--- src/rtl/data_sync_ctrl_if.sv ---
// Bus/handshake bundle for data_sync_ctrl: the source-side bus and enable,
// consumer handshake, and the captured-data outputs.
interface data_sync_ctrl_if #(
    parameter int BUS_WIDTH = 8,
    parameter int CNT_WIDTH = 8
);
    logic [BUS_WIDTH-1:0] UNSYNC_BUS;
    logic                 BUS_EN;
    logic                 DST_READY;
    logic                 CLR_ERR;
    logic [BUS_WIDTH-1:0] SYNC_BUS;
    logic                 ENABLE_PULSE;
    logic                 VALID;
    logic                 OVERRUN;
    logic [CNT_WIDTH-1:0] XFER_CNT;

    modport master (
        output UNSYNC_BUS, BUS_EN, DST_READY, CLR_ERR,
        input  SYNC_BUS, ENABLE_PULSE, VALID, OVERRUN, XFER_CNT
    );

    modport slave (
        input  UNSYNC_BUS, BUS_EN, DST_READY, CLR_ERR,
        output SYNC_BUS, ENABLE_PULSE, VALID, OVERRUN, XFER_CNT
    );
endinterface

--- src/rtl/data_sync_ctrl.sv ---
// CLK-domain receiver for a bus qualified by an enable from another domain:
// only the enable is synchronized; the bus is captured whole on an enable event.
module data_sync_ctrl #(
    parameter int BUS_WIDTH  = 8,
    parameter int NUM_STAGES = 2,
    parameter int EN_MODE    = 0,
    parameter int CNT_WIDTH  = 8
) (
    input  logic             CLK,
    input  logic             RST,
    data_sync_ctrl_if.slave  bus_if
);

    generate
        if (NUM_STAGES < 2 || NUM_STAGES > 5) begin : g_bad_stages
            $error("data_sync_ctrl: NUM_STAGES must be in 2..5");
        end
    endgenerate

    logic [NUM_STAGES-1:0] sync_r;
    logic                  p_r;
    logic [BUS_WIDTH-1:0]  sync_bus_r;
    logic                  pulse_r;
    logic                  valid_r;
    logic                  ovr_r;
    logic [CNT_WIDTH-1:0]  cnt_r;

    logic                  ev_s;
    logic                  valid_nxt_s;
    logic                  ovr_nxt_s;

    // Enable synchronizer chain plus edge-history flop; no logic between stages.
    always_ff @(posedge CLK or negedge RST) begin
        if (!RST) begin
            sync_r <= {NUM_STAGES{1'b0}};
            p_r    <= 1'b0;
        end else begin
            sync_r <= {sync_r[NUM_STAGES-2:0], bus_if.BUS_EN};
            p_r    <= sync_r[NUM_STAGES-1];
        end
    end

    // Event detection: rising edge in level mode, any edge in toggle mode.
    always_comb begin
        ev_s = 1'b0;
        if (EN_MODE != 0) begin
            ev_s = sync_r[NUM_STAGES-1] ^ p_r;
        end else begin
            ev_s = sync_r[NUM_STAGES-1] & ~p_r;
        end
    end

    // Valid/overrun next state; a capture concurrent with consume is not an overrun.
    always_comb begin
        valid_nxt_s = valid_r;
        ovr_nxt_s   = ovr_r;
        if (bus_if.CLR_ERR) begin
            ovr_nxt_s = 1'b0;
        end else begin
            ovr_nxt_s = ovr_r;
        end
        if (ev_s) begin
            valid_nxt_s = 1'b1;
            if (valid_r && !bus_if.DST_READY) begin
                ovr_nxt_s = 1'b1;
            end else begin
                ovr_nxt_s = ovr_nxt_s;
            end
        end else if (valid_r && bus_if.DST_READY) begin
            valid_nxt_s = 1'b0;
        end else begin
            valid_nxt_s = valid_r;
        end
    end

    // Registered capture, strobe, handshake state and transfer counter.
    always_ff @(posedge CLK or negedge RST) begin
        if (!RST) begin
            sync_bus_r <= {BUS_WIDTH{1'b0}};
            pulse_r    <= 1'b0;
            valid_r    <= 1'b0;
            ovr_r      <= 1'b0;
            cnt_r      <= {CNT_WIDTH{1'b0}};
        end else begin
            pulse_r <= ev_s;
            valid_r <= valid_nxt_s;
            ovr_r   <= ovr_nxt_s;
            if (ev_s) begin
                sync_bus_r <= bus_if.UNSYNC_BUS;
                cnt_r      <= cnt_r + {{(CNT_WIDTH-1){1'b0}}, 1'b1};
            end else begin
                sync_bus_r <= sync_bus_r;
                cnt_r      <= cnt_r;
            end
        end
    end

    assign bus_if.SYNC_BUS     = sync_bus_r;
    assign bus_if.ENABLE_PULSE = pulse_r;
    assign bus_if.VALID        = valid_r;
    assign bus_if.OVERRUN      = ovr_r;
    assign bus_if.XFER_CNT     = cnt_r;

endmodule
--- src/flat_wrapper.sv ---
// flat-port wrapper written by rule: the top's interface ports become plain ports
module data_sync_ctrl_flat 
#(
    parameter int BUS_WIDTH  = 8,
    parameter int NUM_STAGES = 2,
    parameter int EN_MODE    = 0,
    parameter int CNT_WIDTH  = 8
)
  (CLK, RST, bus_if_UNSYNC_BUS, bus_if_BUS_EN, bus_if_DST_READY, bus_if_CLR_ERR, bus_if_SYNC_BUS, bus_if_ENABLE_PULSE, bus_if_VALID, bus_if_OVERRUN, bus_if_XFER_CNT);
  data_sync_ctrl_if #(.BUS_WIDTH(BUS_WIDTH), .CNT_WIDTH(CNT_WIDTH)) bus_if_i ();
  input  logic CLK;
  input  logic RST;
  input wire logic [$bits(bus_if_i.UNSYNC_BUS)-1:0] bus_if_UNSYNC_BUS;
  input wire logic [$bits(bus_if_i.BUS_EN)-1:0] bus_if_BUS_EN;
  input wire logic [$bits(bus_if_i.DST_READY)-1:0] bus_if_DST_READY;
  input wire logic [$bits(bus_if_i.CLR_ERR)-1:0] bus_if_CLR_ERR;
  output wire logic [$bits(bus_if_i.SYNC_BUS)-1:0] bus_if_SYNC_BUS;
  output wire logic [$bits(bus_if_i.ENABLE_PULSE)-1:0] bus_if_ENABLE_PULSE;
  output wire logic [$bits(bus_if_i.VALID)-1:0] bus_if_VALID;
  output wire logic [$bits(bus_if_i.OVERRUN)-1:0] bus_if_OVERRUN;
  output wire logic [$bits(bus_if_i.XFER_CNT)-1:0] bus_if_XFER_CNT;
  assign bus_if_i.UNSYNC_BUS = bus_if_UNSYNC_BUS;
  assign bus_if_i.BUS_EN = bus_if_BUS_EN;
  assign bus_if_i.DST_READY = bus_if_DST_READY;
  assign bus_if_i.CLR_ERR = bus_if_CLR_ERR;
  assign bus_if_SYNC_BUS = bus_if_i.SYNC_BUS;
  assign bus_if_ENABLE_PULSE = bus_if_i.ENABLE_PULSE;
  assign bus_if_VALID = bus_if_i.VALID;
  assign bus_if_OVERRUN = bus_if_i.OVERRUN;
  assign bus_if_XFER_CNT = bus_if_i.XFER_CNT;
  data_sync_ctrl #(.BUS_WIDTH(BUS_WIDTH), .NUM_STAGES(NUM_STAGES), .EN_MODE(EN_MODE), .CNT_WIDTH(CNT_WIDTH)) u_core (.CLK(CLK), .RST(RST), .bus_if(bus_if_i));
endmodule
--- config.mk ---
export PLATFORM = sky130hd
export DESIGN_NAME = data_sync_ctrl_flat
export DESIGN_NICKNAME = d
export VERILOG_FILES = /design/src/rtl/data_sync_ctrl_if.sv /design/src/rtl/data_sync_ctrl.sv /design/src/flat_wrapper.sv
export SDC_FILE = /design/constraint.sdc
export NUM_CORES = 1
export LEC_CHECK = 0
export CORE_UTILIZATION = 37
export DETAILED_ROUTE_END_ITERATION = 6
export GPL_TIMING_DRIVEN = 1
export HOLD_SLACK_MARGIN = 0.12
export PLACE_DENSITY = 0.72
export REMOVE_ABC_BUFFERS = 1
export SYNTH_ARGS = -nofsm -noshare
export SYNTH_HDL_FRONTEND = slang
export SYNTH_SLANG_ARGS = --single-unit
--- constraint.sdc ---
create_clock -name CLK -period 0.9 [get_ports CLK]
set_input_delay 0.09 -clock CLK [delete_from_list [all_inputs] [get_ports CLK]]
set_output_delay 0.09 -clock CLK [all_outputs]
set_load 0.02 [all_outputs]
# Yosys cells after proc, flatten, opt, wreduce, memory -nomap -nowiden
# Cells that the tools add are included.
dict set report word_totals {
  register_bits 22
  elab_cells 19
}
dict set report classes {
  n_addsub 1
  mux 5
  n_bitwise 2
  reduce_logical 4
}
# operator n
set op_table {}
lappend op_table {{adder 8 x 1 -> 8 bit, second input constant} 1}
lappend op_table {{two-way mux 1 bit} 5}
lappend op_table {{logical AND 1 bit} 2}
lappend op_table {{nonzero test 2 bit} 1}
lappend op_table {{bitwise AND 1 bit} 1}
lappend op_table {{zero test 1 bit} 1}
lappend op_table {{NOT 1 bit} 1}

# Depth between registers and ports, before layout
dict set report logic_depth {
  depth_word 4
  depth_mapped 5
  ltp_nobuf 4
}

# Least setup slack after synthesis
# No wires, ideal clock.
dict set report synth_path {
  kind {register -> register}
  startpoint {register u_core.cnt_r[2] (netlist: u_core.bus_if.XFER_CNT[2])}
  endpoint {register u_core.cnt_r[5] (netlist: u_core.bus_if.XFER_CNT[5])}
  setup_ns 0.130
  t_arrival_ns 1.006
  t_required_ns 0.770
  setup_slack_ns -0.237
  path_stages_with_launch 4
  synth_period_minus_slack_ns 1.137
  cell_sequence {dfrtp_1 and4b_1 nand4_1 xnor2_1}
}
dict set report synth_via {
  elab_chain_cells 1
}
# item line_no
set synth_rtl {}
lappend synth_rtl {{start: declaration} data_sync_ctrl.sv:26} ;# logic [CNT_WIDTH-1:0] cnt_r;
lappend synth_rtl {{start signal: assignment} data_sync_ctrl.sv:83} ;# cnt_r <= {CNT_WIDTH{1'b0}};
lappend synth_rtl {{start signal: assignment} data_sync_ctrl.sv:90} ;# cnt_r <= cnt_r + {{(CNT_WIDTH-1){1'b0}}, 1'b1};
lappend synth_rtl {{start signal: assignment} data_sync_ctrl.sv:93} ;# cnt_r <= cnt_r;
lappend synth_rtl {{adder 8 x 1 -> 8 bit} data_sync_ctrl.sv:90}
# No other way between the ends.
# A chain may end at the register's enable or synchronous reset.

# Worst setup path after layout
dict set report layout_path {
  startpoint {register u_core.p_r}
  endpoint {register u_core.cnt_r[3] (netlist: u_core.bus_if.XFER_CNT[3])}
}
dict set report layout_via {
  elab_chain_cells 2
}
# item line_no
set layout_rtl {}
lappend layout_rtl {{start: declaration} data_sync_ctrl.sv:21} ;# logic p_r;
lappend layout_rtl {{start signal: assignment} data_sync_ctrl.sv:39} ;# p_r <= sync_r[NUM_STAGES-1];
lappend layout_rtl {{NOT 1 bit} data_sync_ctrl.sv:49} ;# ev_s = sync_r[NUM_STAGES-1] & ~p_r;
lappend layout_rtl {{bitwise AND 1 bit} data_sync_ctrl.sv:49}
# No other way between the ends.

==> flow_summary.json <==
{
  "p_leak_nw": 0.696,
  "dieWidth_microns": 49.0,
  "io_pins": 32,
  "port_buffers": 31,
  "pre_cts_slack_ns": -0.163,
  "clk_path_buf_depth": 2,
  "setup_slack_ns": -0.165,
  "p_per_area_nw_per_um2": 2200,
  "post_synth.cell_area_avg_sq_um": 11.2,
  "syn-cell-area_sq_um": 817,
  "slowest_stage": "dfrtp_1",
  "gp_congestion": 0.808,
  "crit_chain": "nand2b_1 -> inv_2 -> nand4_1 -> xnor2_1",
  "timing.fmax_mhz": 939,
  "clkTransAtPathRegs_ns": 0.11,
  "drt-pass1-iter-count": 4,
  "via_per_inst": 4.50,
  "area_delta_synth_final_pct": 70.8,
  "die_y_microns": 49.0,
  "cts-buffers-inserted": 3,
  "grt_pass1_wl_microns": 3040,
  "drtAntennaViolNets": 0,
  "top_layer": "met4",
  "path_max_fanout": 3,
  "crit_path_end_kind": "register",
  "ir_worst_vdd_mv": 1.22,
  "rows": 16,
  "max-cap-violations": 0,
  "max_stage_delay_ns": 0.39,
  "min_path_type": "input port to async pin",
  "worstMarginPinSlew_ns": 0.149,
  "htree_levels": 1,
  "routed-wl-met2_microns": 876,
  "r2r-start": "u_core.p_r",
  "utilization_pct": 69.0,
  "reg2reg_slack_ns": -0.17,
  "design_area_sq_um": 1400,
  "start_util_pct": 40.4,
  "placed_area_sq_um": 1250,
  "yosysWarnings": 0,
  "setup_viol": 35,
  "cts_root_buf": "clkbuf_4",
  "diodes": 0,
  "finalPower_mw": 3.07,
  "drtIter0Drc": 12,
  "crit_path_start_kind": "register",
  "cts_num_sinks": 22,
  "first_global_vias": 659,
  "core_sq_um": 2020,
  "slew_viol_final": 0,
  "die_area_sq_um": 2400,
  "ys_seq_elements": 22,
  "hold_viol": 0,
  "fin_nets": 141,
  "holdWs_ns": 0.128,
  "reg2reg_depth": 4,
  "grt_start_max_net_pins": 23,
  "grt_use_total_pct": 16.8,
  "required_ns": 1.09,
  "wl_met3_microns": 54,
  "routedLengthMet1_microns": 730,
  "skew_ns": 0.00305,
  "criticalPathCategory": "register to register",
  "violations": "negative setup slack",
  "synthDistinctLibCells": 12,
  "synthCells": 73,
  "status": "finished with violations",
  "grt-ovfl-total": 0,
  "crit_arrival_ns": 1.26,
  "vias": 684,
  "maxSlewHeadroom_pct": 90.0,
  "dpl.hpwl_microns": 1110,
  "drcViolationCount": 0,
  "cts_tree": "done",
  "min_period_ns": 1.07,
  "routedWlPerCell_microns": 11.1,
  "fin_crit_sh_pct": 118,
  "synth-seq-area-share_pct": 67.4,
  "antenna_found_initial": 0,
  "clk_latency_ns": 0.29,
  "num-fill-cells": 148,
  "drive_above_1_share_pct": 37.6,
  "wirelength_microns": 1690,
  "rsz0062_at_grt": "yes",
  "timing.rr.end": "u_core.bus_if.XFER_CNT[3]"
}
[layer usage]
layer / global-route usage, % / up-vias
met2: 26.9 / 19
met3: 1.25 / 2
li1: - / 339
met5: 0 / -
met4: 10.3 / 0
met1: 22.1 / 324
[layout by cell type (no fill, tap or decap)]
| master | instances |
|---|---|
| buf_4 | 15 |
| nand2_2 | 2 |
| and4b_2 | 1 |
| nand2_1 | 28 |
| clkbuf_4 | 3 |
| and3_1 | 1 |
| o22ai_1 | 1 |
| inv_1 | 1 |
| inv_2 | 1 |
| buf_6 | 22 |
| nand2b_1 | 2 |
| nand4_1 | 4 |
| buf_12 | 1 |
| ha_4 | 1 |
| xnor2_1 | 7 |
| clkdlybuf4s50_1 | 12 |
| buf_8 | 1 |
| dfrtp_1 | 22 |
[Yosys cell counts]
cell      count  area [sq um]
and3_1        1          6.26
inv_1         2          7.51
nand2b_1      2          12.5
nand4_1       4          25.0
o22ai_1       1          6.26
xnor2_1       7          61.3
and4b_1       1          10.0
buf_2         1          5.00
buf_4         1          7.51
nand2_1      30           113
dfrtp_1      22           551
ha_1          1          12.5
[sequential cells by signal, indices dropped and copies added (netlist names)]
| register | flops |
|---|---|
| u_core.p_r | 1 |
| u_core.bus_if.XFER_CNT | 8 |
| u_core.bus_if.SYNC_BUS | 8 |
| u_core.bus_if.OVERRUN | 1 |
| u_core.sync_r | 2 |
| u_core.bus_if.ENABLE_PULSE | 1 |
| u_core.bus_if.VALID | 1 |
[worst max-delay path: cells and delay by family, from the launching register on]
family	cells	cell delay (ns)
buf+inv	1	0.11
simple gates	2	0.32
xor+xnor	1	0.15
flops	1	0.39
[cell type report]
type / instances / area [sq um] / area share (%)
inverters: 2 / 7.51 / 0.538
flip-flops and latches: 22 / 551 / 39.5
well taps: 27 / 33.8 / 2.42
multi-input cells: 47 / 265 / 19.0
clock buffers: 3 / 22.5 / 1.61
repair buffers: 51 / 515 / 37.0
[what timing repair did]
action                     4_1_cts  5_1_grt
pin swaps                        7        1
buffers inserted                 4        4
resized for setup              121        4
setup endpoints to repair       38       38
hold buffers                     0        0
[worst max path at each step]
stage                         startpoint                   endpoint  slack, ns  cells after the start
2_1_floorplan                 u_core.p_r  u_core.bus_if.XFER_CNT[3]      -0.42                      4
5_1_grt                       u_core.p_r  u_core.bus_if.XFER_CNT[7]      -0.21                      3
4_1_cts                       u_core.p_r  u_core.bus_if.XFER_CNT[7]      -0.15                      3
3_5_place_dp   u_core.bus_if.XFER_CNT[3]         bus_if_XFER_CNT[3]      -0.16                      1
3_3_place_gp   u_core.bus_if.XFER_CNT[3]         bus_if_XFER_CNT[3]      -0.16                      1
6_report                      u_core.p_r  u_core.bus_if.XFER_CNT[3]      -0.17                      4
[through the flow]
step           TNS [ns]  cells
6_report          -2.13    152
2_1_floorplan     -3.78     71
3_5_place_dp      -3.78    141
5_1_grt           -3.77    152
4_1_cts           -2.26    148
3_3_place_gp      -3.18    141
[kinds of logic (layout without fill, tap and decap cells)]
| kind of cell | Yosys count | in the layout | share of synthesized area [%] |
|---|---|---|---|
| AOI/OAI and AO/OA | 1 | 1 | 0.766 |
| and+or+nand+nor | 38 | 38 | 20.4 |
| buffers and inverters | 4 | 56 | 2.45 |
| DFF | 22 | 22 | 67.4 |
| adders and majority gates | 1 | 1 | 1.53 |
| xor gates and xnor gates | 7 | 7 | 7.50 |
[where the power goes]
group          switching (mW)  internal [mW]  total (mW)  leakage [nW]
Sequential              0.137           1.16        1.29         0.275
Combinational           0.585          0.776        1.36         0.407
Clock                   0.265          0.156       0.421        0.0138
Total                   0.987           2.09        3.07         0.696
Note: power is estimated with default switching activity, not from simulation.
